$ cat src/rtl/tick_gen.sv
// Two-stage prescaler producing millisecond and second strobes, plus a
// loadable seconds countdown that strobes when it expires.
module tick_gen #(
  parameter int MS_DIV   = 125000,
  parameter int S_DIV    = 1000,
  parameter int FAST_DIV = 10,
  parameter int CD_W     = 8
) (
  input  logic            clk,
  input  logic            rst,
  input  logic            en,
  input  logic            clr,
  input  logic            fast,
  input  logic            cd_load,
  input  logic [CD_W-1:0] cd_val,
  output logic            tick_ms,
  output logic            tick_s,
  output logic [CD_W-1:0] cd_cnt,
  output logic            cd_done
);

  localparam int B_MAX = (S_DIV > FAST_DIV) ? S_DIV : FAST_DIV;
  localparam int A_W   = (MS_DIV > 2) ? $clog2(MS_DIV) : 1;
  localparam int B_W   = (B_MAX > 2) ? $clog2(B_MAX) : 1;

  localparam logic [A_W-1:0]  A_LAST = A_W'(MS_DIV - 1);
  localparam logic [A_W-1:0]  A_ONE  = A_W'(1);
  localparam logic [B_W-1:0]  S_LAST = B_W'(S_DIV - 1);
  localparam logic [B_W-1:0]  F_LAST = B_W'(FAST_DIV - 1);
  localparam logic [B_W-1:0]  B_ONE  = B_W'(1);
  localparam logic [CD_W-1:0] CD_ONE = CD_W'(1);

  logic [A_W-1:0] cnt_a;
  logic [B_W-1:0] cnt_b;
  logic [B_W-1:0] lim_last;
  logic           wrap_a;
  logic           wrap_b;

  // The >= lets a mid-count switch to a shorter second wrap on the next ms tick.
  always_comb begin
    lim_last = fast ? F_LAST : S_LAST;
    wrap_a   = en && (cnt_a == A_LAST);
    wrap_b   = wrap_a && (cnt_b >= lim_last);
  end

  always_ff @(posedge clk or posedge rst) begin
    if (rst) begin
      cnt_a   <= '0;
      cnt_b   <= '0;
      tick_ms <= 1'b0;
      tick_s  <= 1'b0;
    end else if (clr) begin
      cnt_a   <= '0;
      cnt_b   <= '0;
      tick_ms <= 1'b0;
      tick_s  <= 1'b0;
    end else begin
      tick_ms <= wrap_a;
      tick_s  <= wrap_b;
      if (en) begin
        cnt_a <= wrap_a ? '0 : cnt_a + A_ONE;
      end
      if (wrap_a) begin
        cnt_b <= wrap_b ? '0 : cnt_b + B_ONE;
      end
    end
  end

  // A load wins over a same-cycle decrement; zero is an idle state.
  always_ff @(posedge clk or posedge rst) begin
    if (rst) begin
      cd_cnt  <= '0;
      cd_done <= 1'b0;
    end else if (cd_load) begin
      cd_cnt  <= cd_val;
      cd_done <= 1'b0;
    end else if (wrap_b && (cd_cnt != '0)) begin
      cd_cnt  <= cd_cnt - CD_ONE;
      cd_done <= (cd_cnt == CD_ONE);
    end else begin
      cd_done <= 1'b0;
    end
  end

endmodule

$ cat config.mk
export PLATFORM = sky130hd
export DESIGN_NAME = tick_gen
export DESIGN_NICKNAME = d
export VERILOG_FILES = /design/src/rtl/tick_gen.sv
export SDC_FILE = /design/constraint.sdc
export NUM_CORES = 1
export LEC_CHECK = 0
export CELL_PAD_IN_SITES_DETAIL_PLACEMENT = 0
export CELL_PAD_IN_SITES_GLOBAL_PLACEMENT = 2
export CORE_MARGIN = 2
export CORE_UTILIZATION = 38
export CTS_BUF_LIST = sky130_fd_sc_hd__clkbuf_16
export CTS_CLUSTER_SIZE = 8
export DETAILED_ROUTE_END_ITERATION = 8
export PLACE_DENSITY = 0.88
export SLEW_MARGIN = 20
export SYNTH_ARGS = -nofsm -noshare
export SYNTH_HDL_FRONTEND = slang
export SYNTH_SLANG_ARGS = --single-unit
$ cat constraint.sdc
create_clock -name clk -period 6.4 [get_ports clk]
set_input_delay 0.64 -clock clk [delete_from_list [all_inputs] [get_ports clk]]
set_output_delay 0.64 -clock clk [all_outputs]
set_load 0.02 [all_outputs]
==> results of run 1 <==
==> placed cells by master (no fill, tap or decap), types with 2 or more instances in the layout <==
cell,synthesis,final
nor3_1,7,7
and3_1,7,7
clkdlybuf4s50_1,0,24
a211o_1,3,3
nand4_1,4,4
nor4bb_1,3,3
xor2_1,9,9
o311ai_0,3,3
ha_1,13,13
dfrtp_1,38,38
buf_4,0,3
and4b_1,2,2
nand2b_1,6,6
and4_1,4,4
a311o_1,2,2
or3_1,2,2
nand2_1,13,13
nand3_1,10,10
xnor2_1,5,5
o311ai_2,2,2
o31a_1,3,3
a21oi_1,5,5
o21a_1,6,6
nor2b_1,6,6
o21ai_0,3,2
a22o_1,4,4
a31oi_1,3,3
a32oi_1,2,2
nor4_1,5,5
nor2_1,26,26
o31ai_1,3,3
nor3b_1,2,2
clkbuf_16,0,5
inv_1,13,15
==> routing by layer <==
metal	GRT usage	part of all wire	routed length [µm]
met1	0.225	0.51	2550
met2	0.237	0.44	2210
met3	0.0337	0.032	161
met4	0.0450	0.010	52
met5	0	0	0
==> registers in the layout, indices dropped and copies added (netlist names) <==
name,count
tick_s,1
cd_done,1
cnt_a,17
cd_cnt,8
tick_ms,1
cnt_b,10
==> worst min-delay path by stage <==
stage,startpoint,to,slack [ns],cells past startpoint
floorplan,cnt_b[9],cnt_b[9],0.49,1
global placement,cnt_b[9],cnt_b[9],0.51,1
detailed placement,cd_cnt[7],cd_done,0.51,1
CTS,cd_cnt[7],cd_done,0.52,1
global route,cd_cnt[7],cd_done,0.55,1
finish,cd_cnt[7],cd_done,0.52,1
==> cell type report <==
cell class / count / area share
Multi-Input combinational cell: 183 / 0.465
Sequential cell: 38 / 0.342
Timing Repair Buffer: 27 / 0.0944
Clock buffer: 5 / 0.0449
Tap cell: 75 / 0.0337
Inverter: 13 / 0.0175
Clock inverter: 2 / 0.00270
==> cell families after synthesis <==
group | synth area share
simple gates | 0.265
compound gates | 0.162
flops | 0.408
buf+inv | 0.0376
xor+xnor | 0.0526
fa+ha+maj | 0.0698
mux | 0.00483
==> cell usage after synthesis (5+ instances only) <==
cell type  count  share of area
nand2_1       13          0.021
ha_1          13          0.070
nor2_1        26          0.042
inv_1         13          0.021
nand3_1       10          0.021
o21a_1         6          0.019
a21oi_1        5          0.011
clkbuf_1       6         0.0097
xnor2_1        5          0.019
xor2_1         9          0.034
nor3_1         7          0.015
nor2b_1        6          0.016
nor4_1         5          0.013
and3_1         7          0.019
nand2b_1       6          0.016
dfrtp_1       38           0.41
==> power breakdown <==
| part | internal [mW] | switching (mW) |
|---|---|---|
| sequential | 0.246 | 0.00714 |
| clock | 0.139 | 0.0905 |
| combinational | 0.0265 | 0.0301 |
==> worst max-delay path: stages <==
cell,delay (ns)
clkdlybuf4s50_1,0.64
inv_1,0.08
ha_1,0.31
a211o_1,0.26
a221oi_1,0.34
o21ai_2,0.07
buf_4,0.24
and4b_1,0.22
a221o_1,0.26
==> results.tsv, run 1 <==
stage	metric	value	unit
placed_design	port_buffers	24	
grt	grt_max_degree	39	
clocking	cts_max_path_buffers	2	
sta	slew_violations	0	
critical_path	worstSetupPathType	input pin to register	
grt	antenna_found_initial	0	
floorplanning	fp-row-count	28	
critical_path	worst_r2r_endpoint	cnt_b[0]	
floorplanning	die-area	6770	µm²
layout	drive_gt1_frac	0.0709	
sta	fin_crit	2.92	ns
synthesis	ys_types	54	
routing	dr.pass1.iters	4	
floorplanning	die_x	82.3	µm
synthesis	synth_edf_count	0	
clocking	holdBufCountCts	0	
layout	multi_input_area	1290	µm²
synthesis	netlist_area	2330	µm²
routing	drc	0	
sta	worstMarginPinSlew	0.890	ns
clocking	cts_inserted_buffers	5	
critical_path	cp-startpoint	fast	
clocking	cts_setup_buffers	0	
clocking	cts_tree	done	
floorplanning	core-area	5920	µm²
power_and_ir_drop	p_per_area	194	nW/µm²
critical_path	timing.rr.start	cnt_a[0]	
routing	postRouteAntennaNets	0	
critical_path	cp_max_fo	32	
layout	fin_area	2780	µm²
sta	slew_headroom	0.402	
sta	whs	0.516	ns
critical_path	critPathCaptureType	register	
grt	grt_pass1_wl	8.11	mm
synthesis	ys_async_sr_fraction	1.00	
power_and_ir_drop	p_leak	1.20	nW
layout	insertedDiodeCount	0	
critical_path	start_kind	input pin	
synthesis	ys_seq_elements	38	
layout	nFillCells	569	
critical_path	r2r_cells	7	
critical_path	endpoint	cd_cnt[5]	
synthesis	yosysSeqAreaShare	0.408	
synthesis	ys.flop_type	dfrtp_1	
floorplanning	pin_count	25	
placed_design	hpwl	3.45	mm
run	maxCapViolCount	0	
power_and_ir_drop	p_total	0.539	mW
grt	overflow	0	
sta	rsz0062_at_grt	no	
critical_path	cp.arrival	3.08	ns
clocking	htreeDepth	2	
run_status	status	finished clean	
synthesis	syn_inst	242	
worst_hold_path	hold_class	register to register	
grt	grt_usage	0.157	
clocking	root_buffer	clkbuf_16	
sta	fmax	343	MHz
routing	routed_via_density	5.58	
critical_path	required	6.56	ns
routing	vias	1913	
floorplanning	fp.dieH	82.3	µm
critical_path	r2r_setup_slack	3.96	ns
synthesis	ys_warn_count	0	
sta	hold_violations	0	
sta	post-route-period-util	0.456	
synthesis	syn_area_per_cell	9.63	µm²
layout	synthToLayoutAreaGrowth	19.5	%
placed_design	gp_congestion	0.726	
sta	finClkSkew	0.00331	ns
placed_design	pre_cts_ws	3.19	ns
sta	timing.setup.tns	0	ns
power_and_ir_drop	ir_drop	0.000157	V
routing	wl_per_cell	14.5	µm
placed_design	postPlaceCellArea	2650	µm²
clocking	cts_resized	0	
placed_design	place_inst	336	
clocking	cts_sinks	38	
clocking	clk_pin_slew_worst_paths	0.06	ns
layout	final_cell_count_no_fill	343	
clocking	insertion_delay	0.28	ns
routing	routed_wirelength	4.98	mm
grt	grt_pass1_vias	1687	
layout	final_util	0.470	
synthesis	syn_nets	269	
sta	setup_viol	0	
sta	layout_setup_ws	3.48	ns
layout	final_net_count	295	
routing	drtIter0Drc	93	
layout	seq_area	951	µm²
floorplanning	initial_core_util	0.393	
(Power assumes the default switching activity.)
==> inputs of run 2 (changes only) <==
--- a/config.mk
+++ b/config.mk
@@ -8,11 +8,11 @@
 export CELL_PAD_IN_SITES_DETAIL_PLACEMENT = 0
 export CELL_PAD_IN_SITES_GLOBAL_PLACEMENT = 2
 export CORE_MARGIN = 2
-export CORE_UTILIZATION = 38
+export CORE_UTILIZATION = 36
 export CTS_BUF_LIST = sky130_fd_sc_hd__clkbuf_16
 export CTS_CLUSTER_SIZE = 8
 export DETAILED_ROUTE_END_ITERATION = 8
-export PLACE_DENSITY = 0.88
+export PLACE_DENSITY = 0.84
 export SLEW_MARGIN = 20
 export SYNTH_ARGS = -nofsm -noshare
 export SYNTH_HDL_FRONTEND = slang
==> constraint.sdc (replaced) <==
create_clock -name clk -period 2.7 [get_ports clk]
set_input_delay 0.27 -clock clk [delete_from_list [all_inputs] [get_ports clk]]
set_output_delay 0.27 -clock clk [all_outputs]
set_load 0.02 [all_outputs]
==> results.tsv, run 2 (synthesis results as in run 1) <==
stage	metric	value	unit
sta	setup_viol	0	
critical_path	cp.arrival	2.50	ns
sta	post-route-period-util	0.845	
routing	vias	1975	
sta	worstMarginPinSlew	0.924	ns
routing	drc	0	
power_and_ir_drop	p_total	1.30	mW
critical_path	critPathCaptureType	register	
clocking	insertion_delay	0.28	ns
layout	final_cell_count_no_fill	354	
grt	grt_pass1_wl	9.06	mm
floorplanning	fp-row-count	29	
clocking	cts_tree	done	
grt	grt_pass1_vias	1860	
layout	fin_area	2860	µm²
critical_path	cp_max_fo	26	
critical_path	required	2.92	ns
layout	nFillCells	600	
layout	drive_gt1_frac	0.101	
power_and_ir_drop	p_leak	1.25	nW
layout	layout_commonest_cell	dfrtp_1	
clocking	clk_pin_slew_worst_paths	0.06	ns
sta	rsz0062_at_grt	no	
worst_hold_path	hold_class	input pin to async pin	
routing	drtIter0Drc	94	
clocking	holdBufCountCts	0	
clocking	cts_max_path_buffers	2	
grt	grt_usage	0.156	
placed_design	pre_cts_ws	0.133	ns
sta	hold_violations	0	
sta	slew_violations	0	
run	maxCapViolCount	0	
sta	slew_headroom	0.379	
grt	antenna_found_initial	0	
power_and_ir_drop	p_per_area	454	nW/µm²
layout	top_regs	cnt_a: 17 flops, cnt_b: 10 flops, cd_cnt: 8 flops	
critical_path	r2r_setup_slack	0.42	ns
floorplanning	pin_count	25	
routing	postRouteAntennaNets	0	
sta	whs	0.407	ns
run_status	status	finished clean	
routing	routed_via_density	5.58	
clocking	cts_inserted_buffers	5	
floorplanning	die_x	84.4	µm
routing	routed_wirelength	5.25	mm
placed_design	place_inst	346	
clocking	root_buffer	clkbuf_16	
critical_path	start_kind	input pin	
clocking	cts_sinks	38	
critical_path	worstSetupPathType	input pin to register	
layout	final_util	0.454	
clocking	cts_setup_buffers	0	
layout	synthToLayoutAreaGrowth	22.9	%
routing	wl_per_cell	14.8	µm
placed_design	gp_congestion	0.789	
routing	dr.pass1.iters	7	
sta	timing.setup.tns	0	ns
placed_design	port_buffers	24	
sta	fin_crit	2.28	ns
grt	grt_max_degree	39	
sta	fmax	438	MHz
layout	largest_register	cnt_a	
layout	largest_register_ffs	17	
layout	mostFrequentLayoutCells	dfrtp_1, nor2_1, clkdlybuf4s50_1, inv_1	
clocking	htreeDepth	2	
floorplanning	initial_core_util	0.369	
power_and_ir_drop	ir_drop	0.000226	V
placed_design	hpwl	3.67	mm
grt	overflow	0	
layout	final_net_count	303	
floorplanning	core-area	6310	µm²
clocking	cts_resized	0	
layout	insertedDiodeCount	0	
sta	layout_setup_ws	0.418	ns
floorplanning	die-area	7130	µm²
placed_design	postPlaceCellArea	2730	µm²
floorplanning	fp.dieH	84.4	µm
sta	finClkSkew	0.00639	ns
run 2: final timing paths:
path                           start        end  cells past startpoint
max in group asynchronous        rst   cnt_b[1]                      3
max reg2reg                cnt_a[10]  cd_cnt[3]                      5
min                              rst   cnt_a[1]                      3
min reg2reg                 cnt_b[9]   cnt_b[9]                      1
max                             fast   cnt_b[4]                      9
min in group clk            cnt_b[9]   cnt_b[9]                      1
run 2: layout make-up:
| type | instances | area [µm²] | share of cell area |
|---|---|---|---|
| Multi-Input combinational cell | 183 | 1290 | 0.452 |
| Timing Repair Buffer | 35 | 335 | 0.117 |
| Clock inverter | 3 | 12.5 | 0.00437 |
| Tap cell | 77 | 96.3 | 0.0336 |
| Sequential cell | 38 | 951 | 0.332 |
| Inverter | 13 | 48.8 | 0.0170 |
| Clock buffer | 5 | 125 | 0.0437 |
run 2: report_power, final:
group	switching, mW	leakage, nW	internal (mW)	total, mW
Combinational	0.0732	0.662	0.0667	0.140
Sequential	0.0164	0.512	0.583	0.599
Clock	0.228	0.0724	0.334	0.562
Total	0.318	1.25	0.983	1.30
run 2: critical path, cell delays in order:
cell	delay, ns
clkdlybuf4s50_1	0.48
inv_1	0.05
ha_1	0.30
a211o_1	0.25
a221oi_1	0.34
o21ai_2	0.13
buf_12	0.17
o311ai_0	0.34
o21a_1	0.17
run 2: metal layers:
metal | vias to the layer above | global-route usage | routed length (µm) | part of all wire
met4 | 0 | 0.0476 | 69 | 0.013
met5 | - | 0 | 0 | 0
met1 | 967 | 0.219 | 2660 | 0.51
li1 | 961 | - | - | -
met3 | 9 | 0.0315 | 188 | 0.036
met2 | 38 | 0.242 | 2330 | 0.44
